### config.mk
export PLATFORM = sky130hd
export DESIGN_NAME = vote_collector
export DESIGN_NICKNAME = d
export VERILOG_FILES = /design/src/rtl/vote_collector.sv
export SDC_FILE = /design/constraint.sdc
export NUM_CORES = 1
export LEC_CHECK = 0
export ABC_AREA = 1
export ABC_CLOCK_PERIOD_IN_PS = 1500
export CORE_ASPECT_RATIO = 0.8
export CORE_MARGIN = 2
export CORE_UTILIZATION = 40
export DETAILED_ROUTE_END_ITERATION = 7
export GPL_TIMING_DRIVEN = 1
export HOLD_SLACK_MARGIN = 0.06
export PLACE_DENSITY = 0.7
export SYNTH_ARGS = -nofsm -noshare
export SYNTH_HDL_FRONTEND = slang
export SYNTH_SLANG_ARGS = --single-unit
### constraint.sdc
create_clock -name clk -period 1.5 [get_ports clk]
set_clock_uncertainty 0.05 [all_clocks]
set_input_delay 0.3 -clock clk [delete_from_list [all_inputs] [get_ports clk]]
set_output_delay 0.3 -clock clk [all_outputs]
set_load 0.02 [all_outputs]
### src/rtl/vote_collector.sv
// Sequential ballot loader: packs one N-bit vote per voter into a sealed ballot.
// Optional macro VOTE_COLLECTOR_DUP_REJECT_EN discards re-votes and pulses dup_err.
module vote_collector #(
  parameter int N = 2,
  parameter int M = 2
) (
  input  logic                   clk,
  input  logic                   rst_n,
  input  logic                   vote_valid,
  output logic                   vote_ready,
  input  logic [M-1:0]           vote_id,
  input  logic [N-1:0]           vote_val,
  input  logic                   close,
  output logic                   ballot_valid,
  input  logic                   ballot_ready,
  output logic [(2**M)*N-1:0]    ballot,
  output logic [2**M-1:0]        voted_mask,
  output logic [M:0]             vote_count,
  output logic                   dup_err
);

  localparam int S  = 2**M;
  localparam int BW = S*N;
  localparam logic [M:0] FULL = (M+1)'(S);
  localparam logic [M:0] ONE  = (M+1)'(1);

  typedef enum logic {
    COLLECT,
    SEALED
  } state_e;

  state_e        state_q, state_d;
  logic [BW-1:0] ballot_q, ballot_d;
  logic [S-1:0]  mask_q, mask_d;
  logic [M:0]    count_q, count_d;
  logic          dup_d;
  logic          accept;

  assign accept = vote_valid && (state_q == COLLECT);

  always_comb begin
    state_d  = state_q;
    ballot_d = ballot_q;
    mask_d   = mask_q;
    count_d  = count_q;
    dup_d    = 1'b0;
    unique case (state_q)
      COLLECT: begin
        if (accept) begin
          if (!mask_q[vote_id]) begin
            ballot_d[int'(vote_id)*N +: N] = vote_val;
            mask_d[vote_id] = 1'b1;
            count_d = count_q + ONE;
          end else begin
`ifdef VOTE_COLLECTOR_DUP_REJECT_EN
            dup_d = 1'b1;
`else
            ballot_d[int'(vote_id)*N +: N] = vote_val;
`endif
          end
        end
        // A vote arriving with close is written before the seal.
        if (close || count_d == FULL)
          state_d = SEALED;
      end
      SEALED: begin
        if (ballot_ready) begin
          state_d  = COLLECT;
          ballot_d = '0;
          mask_d   = '0;
          count_d  = '0;
        end
      end
      default: state_d = COLLECT;
    endcase
  end

  always_ff @(posedge clk) begin
    if (!rst_n) begin
      state_q  <= COLLECT;
      ballot_q <= '0;
      mask_q   <= '0;
      count_q  <= '0;
    end else begin
      state_q  <= state_d;
      ballot_q <= ballot_d;
      mask_q   <= mask_d;
      count_q  <= count_d;
    end
  end

`ifdef VOTE_COLLECTOR_DUP_REJECT_EN
  logic dup_q;
  always_ff @(posedge clk) begin
    if (!rst_n) dup_q <= 1'b0;
    else        dup_q <= dup_d;
  end
  assign dup_err = dup_q;
`else
  assign dup_err = 1'b0;
`endif

  assign vote_ready   = (state_q == COLLECT);
  assign ballot_valid = (state_q == SEALED);
  assign ballot       = ballot_q;
  assign voted_mask   = mask_q;
  assign vote_count   = count_q;

endmodule

Word-level counts from Yosys, hierarchy flattened
Cells that the tools add are included.
{ "classes": {"addsub": 2, "n_lt_le_gt_ge": 2, "n_eq_ne": 4, "n_shift": 2, "muxes": 20, "bitwise": 2, "n_reduce_logical": 5} }
{ "op_table": {"columns": ["operator", "count"], "rows": [
  ["negator 3 -> 33 bit", 1],
  ["variable shift 2 x 33 -> 8 bit (first input constant)", 1],
  ["variable part select 2 x 33 -> 8 bit", 1],
  ["2-to-1 mux 8 bit", 2],
  ["one-hot mux 8 bit (2 select lines)", 1],
  ["2-to-1 mux 3 bit", 4],
  ["2-to-1 mux 4 bit", 3],
  ["bitwise mux 8 bit", 1],
  ["one-hot mux 4 bit (2 select lines)", 1],
  ["one-hot mux 3 bit (2 select lines)", 1],
  ["2-to-1 mux 1 bit", 4],
  ["!= test 2 bit (second input constant)", 2],
  ["OR 4 bit", 1],
  ["adder 3 x 1 -> 3 bit (second input constant)", 1],
  ["== test 3 bit (second input constant)", 1],
  ["< comparator 2 x 3 -> 1 bit (second input constant)", 1],
  ["AND reduction 3 bit", 1],
  ["binary-select mux 1 bit (select 2 bit)", 1],
  ["demux 1 bit (select 2 bit)", 1],
  [">= comparator 2 x 1 -> 1 bit (second input constant)", 1],
  ["logical AND 1 bit", 2],
  ["!= test 2 x 1 -> 1 bit (second input constant)", 1],
  ["one-hot mux 1 bit (2 select lines)", 1],
  ["AND reduction 2 bit", 1],
  ["2 further kinds", 2]
]} }
{ "totals": {"reg_bits": 16, "inputBits": 9, "out_inout_bits": 18, "wordCells": 41} }

Longest topological paths before layout
{ "depth": {"depth_word": 9, "mapped_depth": 9, "depth_no_buf": 9} }

Worst setup path before layout
No wires, ideal clock.
{ "synth_path": {"kind": "flip-flop to flip-flop", "from": "register state_q (netlist: ballot_valid)", "to": "register ballot_q[3] (netlist: ballot[3])", "setup_time_ns": 0.119, "arrival_ns": 1.245, "required_ns": 1.331, "path_slack_ns": 0.086, "stages_incl_launch_ff": 8, "n_path_buf": 0, "period_less_slack_ns": 1.414, "cell_sequence": "dfxtp_1 inv_2 nand2_1 nand2_1 o21ai_0 nor3_1 a21oi_1 nor2_1"} }
{ "synth_via": {"elab_chain_cells": 4, "word_cells_on_any_way": 6, "classes_between": "eq/ne (2); mux (1); bitwise (1); reduce/logical (2)"} }
{ "synth_lines": {"columns": ["item", "line_no", "text"], "rows": [
  ["start: declaration", "32", "state_e state_q, state_d;"],
  ["start signal: assignment", "85", "state_q <= state_d;"],
  ["NOT 1 bit (*)", null, null],
  ["named net vote_ready", "10", "output logic vote_ready,"],
  ["logical AND 1 bit", "39", "assign accept = vote_valid && (state_q == COLLECT);"],
  ["!= test 2 x 1 -> 1 bit (no line)", null, null],
  ["AND reduction 2 bit (no line)", null, null],
  ["end signal: assignment", "86", "ballot_q <= ballot_d;"],
  ["end: declaration", "33", "logic [BW-1:0] ballot_q, ballot_d;"]
]} }
The timed path passes the listed nets; every way through them passes the cells marked *.
A chain may end at the register's enable or synchronous reset.

Worst setup path after layout
{ "layout_path": {"from": "register state_q (netlist: ballot_valid)", "to": "output port vote_ready"} }
{ "layout_via": {"elab_chain_cells": 1} }
{ "layout_lines": {"columns": ["item", "line_no"], "rows": [
  ["NOT 1 bit", null],
  ["end: declaration", "10"]
]} }
No other way between the ends.

==> results <==
- Summed over all layers, the routed wires come to 2160 um.
- The number of antenna repair diodes is 0.
- The number of antenna violations at the first check in global routing came to 0.
- The length of routed met3 wiring is 133 um.
- Final hold analysis gives a worst-case slack of 414 ps.
- The synthesized netlist cell count is 124.
- The max-slew violation count came to 0.
- The number of setup buffers added after CTS is 0.
- The die covers 2570 sq um.
- The most common cell in the synthesized netlist is sky130_fd_sc_hd__nand2_1.
- The number of nets in the layout is 183.
- The synthesized netlist devotes 10.1% of its cell area to adder and majority cells.
- The starting density of the core is 41.4%.
- The length of the first detailed-routing pass in iterations is 5.
- The analysis attributes to cell leakage a power of 0.659 nW.
- The worst register-to-register path ends at ballot[2].
- The via count of the first global-routing pass is 847.
- The total core area is 2100 sq um.
- The upper clock frequency limit is 686 MHz.
- The launch instance of the worst min-delay path is ballot[2].
- The post-route minimum period is 1460 ps.
- The worst-case IR drop observed on VDD is 538 uV.
- The number of clock sinks seen by CTS is 16.
- The worst path setup slack after routing is 41.9 ps.
- In this run the power spent charging and discharging nets is 0.336 mW.
- The clock root buffer master is sky130_fd_sc_hd__clkbuf_4.
- The number of clock buffers added by TritonCTS is 3.
- Setup repair after global routing left no endpoint under its margin.
- Before CTS, the worst setup slack after placement is -401 ps.
- Across every metal layer, demand over resource in global routing totals 18.8%.
- Summed over all nets, wire length on met2 after detailed routing comes to 939 um.
- The start-to-end type of the worst setup path is reg2out.
- Data on the critical path is required at its endpoint by 1150 ps.
- In the final layout, the share of cells above drive strength 1 is 21.7%.
- In this run, placement finished with an instance count of 187.
- TritonCTS built the clock tree.
- Summing the sequential cell areas from Yosys gives 36.8% of the chip area.
- At the worst endpoint, the arrival time is 1110 ps.
- For this block, the initial DRC count from the detailed router was 12.
- Entering global routing, the biggest net connects 10 pins.
- The final routed DRC violation total is 0.
- The area fraction in compound gates after synthesis is 15.8%.
- In this run the power density over the cells is 789 nW/um^2.
- Setup violations remaining at the end of the flow were counted as 0.
- Compared with the post-synthesis result, the final layout area differs by 54.2%.
- The final hold violation count is 0.
- Internal power comes to 0.723 mW.
- Yosys attributes the largest share of cell area to sky130_fd_sc_hd__dfxtp_1, sky130_fd_sc_hd__nand2_1, sky130_fd_sc_hd__ha_1.
- Routability-driven placement finished with a final weighted congestion of 0.779.
- Row generation in the floorplan step produced 15 rows.
- The share of synthesized registers carrying an async set or reset is 0%.
- In this run the biggest area consumer among cell types represents 36.8% of the synthesized area.
- Of all nets on the critical path, the largest fanout is 7.
- The number of flops mapped to enable cells by yosys is 0.
- The prevailing post-synth register cell is sky130_fd_sc_hd__dfxtp_1.
- The placed wire-length estimate is 1630 um.
- The maximum number of buffers from clock root to sink is 2.
- The largest total area in the synthesized netlist belongs to sky130_fd_sc_hd__dfxtp_1.
- The clock latency at the later pin of the worst-skew pair is 300 ps.
- The origin of the critical flop-to-flop path is ballot_valid.
- Each instance of the synthesized netlist takes up on average 7.02 sq um.
- For hold timing, the worst endpoint is ballot[2].
- In this run, the clock network consumes 28.4% of the power.
- Once layout is complete, the cells apart from fillers number 191.
- The net count after synthesis is 140.
- The run finished with clean final reports.
- The detail-routed net length per standard cell is 11.3 um.
- The floorplan step set the die height to 45.7 um.
- The worst setup path is captured at an output port.
- Pin placement for this block handled 27 I/O pins.
- Across the run, the number of max-cap violations was 0.
- The share of cell area taken by muxes after synthesis is 0%.
- The count of yosys warnings during synthesis is 0.
- The detail-routed via count per cell is 4.91.
- After clock tree synthesis, the flow added hold-fix buffers numbering 0.
- During placement, the flow inserted port buffers numbering 25.
- The register-to-register setup slack is 180 ps.
- The count of nets left with antenna violations once routing finished came out at 0.
- In this run the worst hold path is classified as reg2reg.
- The number of cells traversed by the worst hold path is 2.
- The xor and xnor area share after synthesis is 0%.
- After synthesis, the largest family of logic cells by area is simple AND/OR/NAND/NOR gates.
- The cell area that synthesis handed to floorplanning was 871 sq um.
- For this block, wires on met1 add up to 1050 um.
- The number of levels the H-tree was split into is 1.
- The flop and latch count out of synthesis is 16.
- The final-layout fill cell count is 199.
- The number of vias in the routed layout is 938.
- In the final layout, the multi-input gates occupy 537 sq um.
- In this run, the combinational gates consume 27.1% of the power.
- The first global-routing pass estimated 3640 um of wire.
- The kind of launch point of the worst setup path is a register.
- The sequential power share is 44.5%.
- The register area is 324 sq um.
- Summed over all failing endpoints, the final setup total negative slack is 0 ps.
- Of the total synthesized cell area, the portion taken by AND, OR, NAND and NOR gates is 27.4%.
- The number of distinct standard cells referenced by the synthesized netlist is 17.
- Clock-pin slew was measured on the worst setup and hold paths at 100 ps.
- Net switching is 31.7% of the power.
- The post-route fraction of the period consumed by the critical path is 97.2%.
- Total power for the finished layout comes to 1.06 mW.
- The floorplan step set the die width to 56.2 um.
- In the synthesized netlist, the cells that appear most often are sky130_fd_sc_hd__nand2_1, sky130_fd_sc_hd__inv_1, sky130_fd_sc_hd__dfxtp_1, sky130_fd_sc_hd__nand3_1, sky130_fd_sc_hd__a21oi_1.
- The total overflow left after global routing is 0.
- The highest metal layer with signal wires is met4.
- The worst register-to-register path has a depth of 7.
==> per-stage QoR <==
step / utilization (%) / cell area [sq um]
2_1_floorplan: - / 871
3_3_place_gp: 59.5 / 1250
3_5_place_dp: 59.5 / 1250
4_1_cts: 61.4 / 1290
5_1_grt: 63.9 / 1340
6_report: 63.9 / 1340
==> placed cells by master (no fill, tap or decap) <==
master                            count
sky130_fd_sc_hd__nand2_2              3
sky130_fd_sc_hd__buf_4               14
sky130_fd_sc_hd__nor2_1              10
sky130_fd_sc_hd__nor3_2               1
sky130_fd_sc_hd__a211oi_2             2
sky130_fd_sc_hd__dlygate4sd2_1       17
sky130_fd_sc_hd__inv_2                5
sky130_fd_sc_hd__nand3b_1             1
sky130_fd_sc_hd__ha_4                 2
sky130_fd_sc_hd__o21ai_1              1
sky130_fd_sc_hd__inv_1               15
sky130_fd_sc_hd__ha_2                 1
sky130_fd_sc_hd__o21ai_2              1
sky130_fd_sc_hd__a211oi_1             1
sky130_fd_sc_hd__nand3_2              1
sky130_fd_sc_hd__clkbuf_8             1
sky130_fd_sc_hd__dlymetal6s2s_1       2
sky130_fd_sc_hd__nor4_4               1
sky130_fd_sc_hd__clkdlybuf4s50_1      6
sky130_fd_sc_hd__o211a_1              2
sky130_fd_sc_hd__nand2_1             23
sky130_fd_sc_hd__ha_1                 4
sky130_fd_sc_hd__clkbuf_4             3
sky130_fd_sc_hd__a21oi_1             11
sky130_fd_sc_hd__conb_1               1
sky130_fd_sc_hd__o21ai_0              6
sky130_fd_sc_hd__dfxtp_1             15
sky130_fd_sc_hd__nand3_1             15
sky130_fd_sc_hd__dfxtp_4              1
==> metal layers <==
metal	global-route usage, %	vias up
met2	31.1	28
li1	-	486
met3	6.25	5
met1	22.4	419
met4	9.52	0
met5	0	-
==> critical path, cell delays in order, from the launching register on <==
cell,delay [ps]
sky130_fd_sc_hd__dfxtp_4,390
sky130_fd_sc_hd__inv_2,70
sky130_fd_sc_hd__dlygate4sd2_1,340
==> what timing repair did <==
item | CTS | global route
setup endpoints to repair | 24 | 17
pin swaps | 0 | 4
gates resized for setup | 25 | 13
==> cells by family (layout without fill, tap and decap cells) <==
logic type | count (synthesis) | in the layout
compound gates | 24 | 24
fa+ha+maj | 7 | 7
buf+inv | 21 | 63
flops | 16 | 16
other cells | 1 | 1
simple gates | 55 | 55
==> state kept, by name, indices dropped and copies added, names as in the netlist <==
signal        count
ballot_valid      1
voted_mask        4
ballot            8
vote_count        3
==> power groups by stage <==
stage	Sequential (mW)	Clock (mW)	Combinational, mW
2_1_floorplan	0.513	0	0.111
3_3_place_gp	0.481	0	0.279
3_5_place_dp	0.481	0	0.283
4_1_cts	0.472	0.310	0.272
5_1_grt	0.476	0.321	0.316
6_report	0.471	0.301	0.287
==> how the worst max path moves through the flow <==
stage	from	endpoint	slack (ps)	cells past startpoint
3_5_place_dp	vote_id[1]	ballot[5]	-400	7
6_report	ballot_valid	vote_ready	40	2
2_1_floorplan	ballot_valid	ballot[3]	90	7
3_3_place_gp	vote_id[0]	ballot[7]	-340	8
5_1_grt	ballot_valid	vote_ready	10	2
4_1_cts	vote_id[0]	ballot[2]	4	7
==> final cells by class <==
cell class / instances / area share, %
multi-input cells: 87 / 40.0
repair buffers: 39 / 25.3
flip-flops and latches: 16 / 24.1
inverters: 20 / 5.59
clock buffers: 4 / 2.70
well taps: 25 / 2.33
Note: power is estimated with default switching activity, not from simulation.
